--- src/rtl/symbol_packer_pkg.sv ---
// Shared types and constants for the 2-bit symbol packer.
package symbol_packer_pkg;

  localparam int SYM_W = 2;

  typedef enum logic [1:0] {
    IDLE    = 2'd0,
    FILL    = 2'd1,
    DISCARD = 2'd2
  } packer_state_t;

  // Reset values; the packing register constant is sliced to the word width.
  localparam packer_state_t STATE_RST = IDLE;
  localparam logic [63:0]   PACK_RST  = 64'd0;

endpackage

--- src/rtl/symbol_packer_fifo.sv ---
// Synchronous FIFO with a registered head word. A push on a full FIFO is
// accepted when a pop happens in the same cycle.
module symbol_packer_fifo #(
  parameter int DEPTH = 4,
  parameter int DW    = 11
) (
  input  logic          clk_i,
  input  logic          rst_n_i,
  input  logic          push_i,
  input  logic [DW-1:0] push_data_i,
  input  logic          pop_i,
  output logic [DW-1:0] head_o,
  output logic          full_o,
  output logic          empty_o
);

  localparam int AW = $clog2(DEPTH);
  localparam int CW = $clog2(DEPTH + 1);

  logic [DW-1:0] mem_q [DEPTH];
  logic [AW-1:0] wr_ptr_q, wr_ptr_d;
  logic [AW-1:0] rd_ptr_q, rd_ptr_d;
  logic [CW-1:0] count_q, count_d;
  logic [DW-1:0] head_q, head_d;
  logic          nonempty_q, nonempty_d;
  logic          pop_ok;
  logic          push_ok;

  assign pop_ok  = pop_i && (count_q != '0);
  assign push_ok = push_i && ((count_q != CW'(DEPTH)) || pop_ok);

  // Next pointers, occupancy and the word that will sit at the head.
  always_comb begin
    wr_ptr_d = wr_ptr_q + (push_ok ? AW'(1) : AW'(0));
    rd_ptr_d = rd_ptr_q + (pop_ok ? AW'(1) : AW'(0));
    count_d  = count_q;
    if (push_ok && !pop_ok) begin
      count_d = count_q + CW'(1);
    end else if (pop_ok && !push_ok) begin
      count_d = count_q - CW'(1);
    end
    head_d = head_q;
    if (pop_ok) begin
      if (count_q > CW'(1)) begin
        head_d = mem_q[rd_ptr_q + AW'(1)];
      end else if (push_ok) begin
        head_d = push_data_i;
      end else begin
        head_d = '0;
      end
    end else if ((count_q == '0) && push_ok) begin
      head_d = push_data_i;
    end
    nonempty_d = (count_d != '0);
  end

  // Storage array, no reset needed: entries are only read once written.
  always_ff @(posedge clk_i) begin
    if (push_ok) begin
      mem_q[wr_ptr_q] <= push_data_i;
    end
  end

  // Control registers and the registered head.
  always_ff @(posedge clk_i or negedge rst_n_i) begin
    if (!rst_n_i) begin
      wr_ptr_q   <= '0;
      rd_ptr_q   <= '0;
      count_q    <= '0;
      head_q     <= '0;
      nonempty_q <= 1'b0;
    end else begin
      wr_ptr_q   <= wr_ptr_d;
      rd_ptr_q   <= rd_ptr_d;
      count_q    <= count_d;
      head_q     <= head_d;
      nonempty_q <= nonempty_d;
    end
  end

  assign head_o  = head_q;
  assign full_o  = (count_q == CW'(DEPTH));
  assign empty_o = !nonempty_q;

endmodule

--- src/rtl/symbol_packer.sv ---
// Packs 2-bit symbols into words (first symbol in the LSBs), buffers the
// completed words and hands them out over valid/ready. Partial words are
// closed by flush; a dropped word forces a resync that ends on flush.
module symbol_packer
  import symbol_packer_pkg::*;
#(
  parameter int SYMBOLS_PER_WORD = 4,
  parameter int FIFO_DEPTH       = 4,
  localparam int W  = SYM_W * SYMBOLS_PER_WORD,
  localparam int NW = $clog2(SYMBOLS_PER_WORD + 1)
) (
  input  logic             clk_i,
  input  logic             rst_n_i,
  input  logic             sym_valid_i,
  input  logic [SYM_W-1:0] sym_i,
  input  logic             flush_i,
  output logic [W-1:0]     word_o,
  output logic [NW-1:0]    word_nsym_o,
  output logic             word_valid_o,
  input  logic             word_ready_i,
  output logic [NW-1:0]    fill_o,
  output logic             overflow_o
);

  packer_state_t state_q, state_d;
  logic [W-1:0]  pack_q, pack_d;
  logic [NW-1:0] fill_q, fill_d;
  logic          overflow_q, overflow_d;

  logic [W-1:0]  pack_after;
  logic [NW-1:0] fill_after;
  logic          emit;
  logic [NW-1:0] emit_nsym;
  logic          push;
  logic          pop;
  logic [NW+W-1:0] head;
  logic          fifo_full;
  logic          fifo_empty;

  assign pop = word_valid_o && word_ready_i;

  // Packing register, fill counter and FSM: complete/flush a word, push it
  // or drop it when the FIFO is full without a pop this cycle.
  always_comb begin
    state_d    = state_q;
    pack_d     = pack_q;
    fill_d     = fill_q;
    overflow_d = overflow_q;
    push       = 1'b0;
    emit       = 1'b0;
    emit_nsym  = '0;
    pack_after = pack_q;
    fill_after = fill_q;

    if (sym_valid_i) begin
      for (int k = 0; k < SYMBOLS_PER_WORD; k++) begin
        if (fill_q == NW'(k)) begin
          pack_after[SYM_W*k +: SYM_W] = sym_i;
        end
      end
      fill_after = fill_q + NW'(1);
    end

    case (state_q)
      IDLE, FILL: begin
        if (fill_after == NW'(SYMBOLS_PER_WORD)) begin
          emit      = 1'b1;
          emit_nsym = NW'(SYMBOLS_PER_WORD);
        end else if (flush_i && (state_q == FILL)) begin
          emit      = 1'b1;
          emit_nsym = fill_after;
        end

        if (emit) begin
          pack_d = PACK_RST[W-1:0];
          fill_d = '0;
          if (fifo_full && !pop) begin
            overflow_d = 1'b1;
            state_d    = DISCARD;
          end else begin
            push    = 1'b1;
            state_d = IDLE;
          end
        end else begin
          pack_d  = pack_after;
          fill_d  = fill_after;
          state_d = (fill_after == '0) ? IDLE : FILL;
        end
      end
      DISCARD: begin
        pack_d = PACK_RST[W-1:0];
        fill_d = '0;
        if (flush_i) begin
          state_d = IDLE;
        end
      end
      default: begin
        state_d = IDLE;
        pack_d  = PACK_RST[W-1:0];
        fill_d  = '0;
      end
    endcase
  end

  // State registers with asynchronous reset.
  always_ff @(posedge clk_i or negedge rst_n_i) begin
    if (!rst_n_i) begin
      state_q    <= STATE_RST;
      pack_q     <= PACK_RST[W-1:0];
      fill_q     <= '0;
      overflow_q <= 1'b0;
    end else begin
      state_q    <= state_d;
      pack_q     <= pack_d;
      fill_q     <= fill_d;
      overflow_q <= overflow_d;
    end
  end

  symbol_packer_fifo #(
    .DEPTH (FIFO_DEPTH),
    .DW    (NW + W)
  ) u_fifo (
    .clk_i       (clk_i),
    .rst_n_i     (rst_n_i),
    .push_i      (push),
    .push_data_i ({emit_nsym, pack_after}),
    .pop_i       (pop),
    .head_o      (head),
    .full_o      (fifo_full),
    .empty_o     (fifo_empty)
  );

  assign word_o       = head[W-1:0];
  assign word_nsym_o  = head[W +: NW];
  assign word_valid_o = !fifo_empty;
  assign fill_o       = fill_q;
  assign overflow_o   = overflow_q;

endmodule

--- config.mk ---
export PLATFORM = sky130hd
export DESIGN_NAME = symbol_packer
export DESIGN_NICKNAME = d
export VERILOG_FILES = /design/src/rtl/symbol_packer_pkg.sv /design/src/rtl/symbol_packer_fifo.sv /design/src/rtl/symbol_packer.sv
export SDC_FILE = /design/constraint.sdc
export NUM_CORES = 1
export LEC_CHECK = 0
export CELL_PAD_IN_SITES_DETAIL_PLACEMENT = 0
export CELL_PAD_IN_SITES_GLOBAL_PLACEMENT = 1
export CORE_MARGIN = 1.5
export CORE_UTILIZATION = 53
export CTS_CLUSTER_DIAMETER = 50
export DETAILED_ROUTE_END_ITERATION = 8
export GPL_TIMING_DRIVEN = 0
export MAX_ROUTING_LAYER = met4
export PLACE_DENSITY = 0.81
export SETUP_SLACK_MARGIN = 0.2
export SLEW_MARGIN = 0
export SYNTH_ARGS = -nofsm -noshare
export SYNTH_HDL_FRONTEND = slang
export SYNTH_SLANG_ARGS = --single-unit
--- constraint.sdc ---
create_clock -name clk_i -period 5.9 [get_ports clk_i]
set_input_delay 0.885 -clock clk_i [delete_from_list [all_inputs] [get_ports clk_i]]
set_output_delay 0.885 -clock clk_i [all_outputs]
set_load 0.01 [all_outputs]
== After elaboration in Yosys (flattened, before gate mapping) ==
Memories as Yosys holds them, arrays and structs flattened.
Index checks and enable logic that the tools add are counted.
Word-level totals
  logic and storage cells: 81
  bits of input ports: 7
  memories kept: 1
  output and inout port bits: 16
  register bits after elaboration: 33
  memory bits (writable): 44
Memories
  u_fifo.mem_q: words 4, bits a word 11, read ports 1, clocked after memory_dff 0, write ports 1, RTL line symbol_packer_fifo.sv:20  | logic [DW-1:0] mem_q [DEPTH];
Cells by class
  reduce and logical (&&, ||, !) cells: 21
  muxes and demuxes: 34
  eq/ne operators: 9
  $lt $le $gt $ge: 1
  add/subtract/negate cells: 6
Operators with widths (number)
  two-way mux 11 bit: 4
  two-way mux 3 bit: 8
  two-way mux 8 bit: 3
  two-way mux 2 bit: 7
  two-way mux 1 bit: 11
  logical NOT 3 bit: 3
  logical AND 1 bit: 8
  adder 3 x 1 -> 3 bit, second input constant: 2
  equality test 3 x 2 -> 1 bit, second input constant: 2
  equality test 3 bit, second input constant: 2
  nonzero test 3 bit: 2
  adder 2 bit: 2
  one-hot mux 2 bit (2 select lines): 1
  equality test 3 x 1 -> 1 bit, second input constant: 1
  greater-than comparator 3 x 1 -> 1 bit, second input constant: 1
  logical NOT 1 bit: 3
  inequality test 3 bit, second input constant: 1
  AND reduction 3 bit: 1
  subtractor 3 x 1 -> 3 bit, second input constant: 1
  adder 2 x 1 -> 2 bit, second input constant: 1
  equality test 2 x 1 -> 1 bit, second input constant: 1
  equality test 2 bit, second input constant: 1
  logical NOT 2 bit: 1
  inequality test 2 bit, second input constant: 1
  other kinds (3): 3

== Depth between registers and ports, before layout ==
  depth after elaboration: 13
  depth in mapped cells: 9
  gate-level depth less buffers: 8

== Modules after synthesis ==
Synthesis repeated with hierarchy kept, for this count alone.
Second synthesis, totals
  cell total of the unflattened synthesis: 259
  area total of the unflattened synthesis: 3537.1 um^2
Modules (own cells, without submodules)
  symbol_packer_fifo: seq. area each 1796.7 um^2, instances 1, area each 2701.3 um^2, cells an instance 184
  symbol_packer: seq. area each 350.3 um^2, instances 1, area each 835.8 um^2, cells an instance 75

== Worst setup path before layout ==
Ideal clock, no wire load.
  path kind: input-to-reg
  start point: input sym_valid_i
  end point: memory u_fifo.mem_q[0][0], enable pin
  setup slack: 2.534 ns
  path buffers: 2
  required time: 5.504 ns
  arrival: 2.970 ns
  library setup time: 0.396 ns
  stages on the path: 6
  cells stage by stage: buf_6 -> or4b_4 -> a31oi_4 -> and2_1 -> buf_6 -> nor3b_1
Between the ends
  cells in the longest elaborated chain, start to end: 9
Ends and longest elaborated chain
  start, declared: RTL line symbol_packer.sv:14  | input logic sym_valid_i,
  two-way mux 3 bit: RTL line symbol_packer.sv:55  | if (sym_valid_i) begin
  equality test 3 bit: RTL line symbol_packer.sv:66  | if (fill_after == NW'(SYMBOLS_PER_WORD)) begin
  two-way mux 1 bit: RTL line symbol_packer.sv:66
  two-way mux 1 bit: RTL line symbol_packer.sv:64  | case (state_q)
  two-way mux 1 bit: RTL line symbol_packer.sv:74  | if (emit) begin
  two-way mux 1 bit: RTL line symbol_packer.sv:64
  logical AND 1 bit: RTL line symbol_packer_fifo.sv:30  | assign push_ok = push_i && ((count_q != CW'(DEPTH)) || pop_ok);
  two-way mux 1 bit: RTL line symbol_packer_fifo.sv:59  | if (push_ok) begin
  two-way mux 1 bit (implied by the code): RTL line symbol_packer_fifo.sv:60  | mem_q[wr_ptr_q] <= push_data_i;
  end, declared: RTL line symbol_packer_fifo.sv:20
No other way between the ends. The select of a mux whose other input is x is not followed.

== Worst setup path after layout ==
  start point: register fill_q[0], in the netlist fill_o[0]
  end point: memory u_fifo.mem_q[2][0], enable pin
Between the ends
  cells in the longest elaborated chain, start to end: 10
Ends and longest elaborated chain
  start, declared: RTL line symbol_packer.sv:27  | logic [NW-1:0] fill_q, fill_d;
  start signal, assigned: RTL line symbol_packer.sv:115  | fill_q <= fill_d;
  adder 3 x 1 -> 3 bit: RTL line symbol_packer.sv:61  | fill_after = fill_q + NW'(1);
  two-way mux 3 bit (*): RTL line symbol_packer.sv:55
  equality test 3 bit (*): RTL line symbol_packer.sv:66
  two-way mux 1 bit (*): RTL line symbol_packer.sv:66
  two-way mux 1 bit (*): RTL line symbol_packer.sv:64
  two-way mux 1 bit (*): RTL line symbol_packer.sv:74
  two-way mux 1 bit (*): RTL line symbol_packer.sv:64
  logical AND 1 bit (*): RTL line symbol_packer_fifo.sv:30
  two-way mux 1 bit (*): RTL line symbol_packer_fifo.sv:59
  two-way mux 1 bit (implied by the code) (*): RTL line symbol_packer_fifo.sv:60
Mark *: on every way between the ends. The rest lies on a longest branch, timed or not. The select of a mux whose other input is x is not followed.

==> metrics.cfg <==
[run_status]
outcome=finished clean

[clock_tree]
cts_resized=0
clock_path_buffers=2
cts.sinks=77
cts.htree.levels=3
cts.clk_slew.worst_paths_ps=70
cts_tree=yes
post_cts_buffers=0
root_buffer=clkbuf_8
clock_latency_ps=350
postCtsHoldBufs=0
cts_buffers=9

[global_routing]
grt_max_degree=34
antenna_found_initial=0
grtUsageTotal=0.203
grt_first_pass_wirelength_microns=10300
grt_pass1_vias=1998
grt_overflow_total=0

[yosys]
synth_edf_count=44
synth_largest_area_cell=edfxtp_1
synthTopCellsByCount=edfxtp_1, dfrtp_1, a21oi_1, nor2_1
synth-compound-area-share=0.0916
synthXorXnorAreaFrac=0.0180
synth.avg_cell_area_sq_um=14.6
yosysSeqAreaShare=0.631
syn_area_sq_mm=0.00340
yosysWarnings=0
synthCells=233
synth_fa_ha_area_frac=0.0405
synthArstFlopShare=0.429
ys_types=46
yosys_most_used_dff=edfxtp_1
synth.top_cell.area_share=0.388
synthMuxAreaShare=0.102
post-synth-top-count-cell=edfxtp_1
synth_top_family_by_area=multiplexers
synth.area.top_cells=edfxtp_1, dfrtp_1, mux4_2
synth_fp_nets=251
ys_ff_latch=77
synth-simple-area-share=0.0897

[final_layout]
layout-drive-gt1-share=0.170
fillers=493
seq_area_sq_mm=0.00215
area_growth_pct=14.0
multiInputGateArea_sq_mm=0.00117
nNetsFinal=283
insertedDiodeCount=0
final_area_sq_mm=0.00388

[hold_path]
hp-class=flip-flop to flip-flop

[route]
drc_errors=0
dr_total_vias=1974
drt_pass1_iterations=4
viasPerCell=5.69
ant_nets=0
routed_wl_microns=6020
routedWlPerCell_microns=17.3
first_iter_violations=150

[floorplan]
dieWidth_microns=83.1
rows=29
ios=23
initial_core_util=0.542
die_area_sq_mm=0.00691
coreArea_sq_mm=0.00628
die-height_microns=83.1

[placement]
gp_congestion=0.774
post-dp-hpwl_microns=4010
postPlaceCellArea_sq_mm=0.00371
port_buffers=21

[sta]
setup-tns-final_ps=0
rsz0062_at_grt=false
fin_worst_skew_ps=9.01
period_needed_ps=3170
hold_violations=0
setup_violations=0
relSlewSlack=0.300
tightest_slew_ps=1050
clock.fmax_mhz=316
post-route-period-util=0.537
drv_slew=0

[power]
powerDensity_mw_per_mm2=532
p_leak_nw=1.46
ir_drop_mv=0.285
power_mw=2.06

[flow_run]
drv_cap=0

[setup_path]
critPathArrivalTime_ps=3130
crit_fanout=11
path_class=flip-flop to flip-flop
worstSetupEndpointType=flip-flop
start_kind=flip-flop
crit_required_ps=5870

sequential cells by signal, summed over array words and instances, names as in the netlist:
signal,flops
u_fifo.mem_q,44
u_fifo.head_o,11
pack_q,8
fill_o,3
state_q,2
u_fifo.count_q,3
u_fifo.nonempty_q,1
u_fifo.rd_ptr_q,2
overflow_o,1
u_fifo.wr_ptr_q,2
per-layer routing:
layer	part of all wire	vias to the layer above	track usage
met3	0.056	5	0.0477
li1	-	944	-
met1	0.47	974	0.282
met2	0.47	51	0.293
met5	0	-	-
met4	0.0091	0	0.0773
cell type report:
class	instances	area share
buffer	10	0.0168
clock buffer	12	0.0374
clock inverter	4	0.00645
inverter	7	0.00677
multi-input combinational	139	0.301
sequential	77	0.554
tap	77	0.0248
timing repair buffer	21	0.0529
kinds of logic after synthesis:
kind of cell,after synthesis
adder cells (fa/ha/maj),11
buffers and inverters,17
multiplexers,20
flip-flops,77
AO/OA/AOI/OAI,44
XOR/XNOR,7
AND/OR/NAND/NOR,57
power by group:
| group | internal [mW] | switching, mW |
|---|---|---|
| sequential | 0.773 | 0.0884 |
| clock | 0.164 | 0.186 |
| combinational | 0.400 | 0.452 |
final timing paths:
path / to / depth (start not counted) / slack (ps) / from
min: overflow_o / 1 / 480 / overflow_o
min in group asynchronous: u_fifo.head_o[5] / 1 / 600 / rst_n_i
min reg2reg: overflow_o / 1 / 480 / overflow_o
max reg2reg: u_fifo.mem_q[2][0] / 8 / 2730 / fill_o[0]
max: u_fifo.mem_q[2][0] / 8 / 2730 / fill_o[0]
max in group asynchronous: pack_q[7] / 1 / 4820 / rst_n_i
cell usage in the layout, fill, tap and decap left out, drive strengths merged, types with 2 or more instances in the layout:
cell type      instances
nand2b                 5
a31o                   2
nor2                  16
nor2b                 10
clkinv                 2
nor3                   4
nand3                  3
clkbuf                15
and2                   2
mux2                   8
edfxtp                44
xnor2                  4
ha                    11
buf                    8
xor2                   3
mux4                  11
dfrtp                 33
a32oi                 11
o21ai                  7
inv                    8
nand2                  9
clkdlybuf4s50         20
a31oi                  3
a21oi                 15
stage by stage:
stage          worst slack, ps  hold slack (ps)   util  cells
3_3_place_gp              1920              448  0.591    331
6_report                  2730              477  0.618    347
3_5_place_dp              2450              458  0.591    331
2_1_floorplan             2530              487      -    233
4_1_cts                   2700              479  0.618    347
5_1_grt                   2590              507  0.618    347
worst max-delay path, cell delays in order, from the launching register on:
cell and delay [ps]:
dfrtp_1 480, ha_1 260, ha_1 270, nand4bb_1 290
a31oi_4 300, and2_1 180, buf_6 140, nand2_1 60
nor2_1 790
Note: power is estimated with default switching activity, not from simulation.
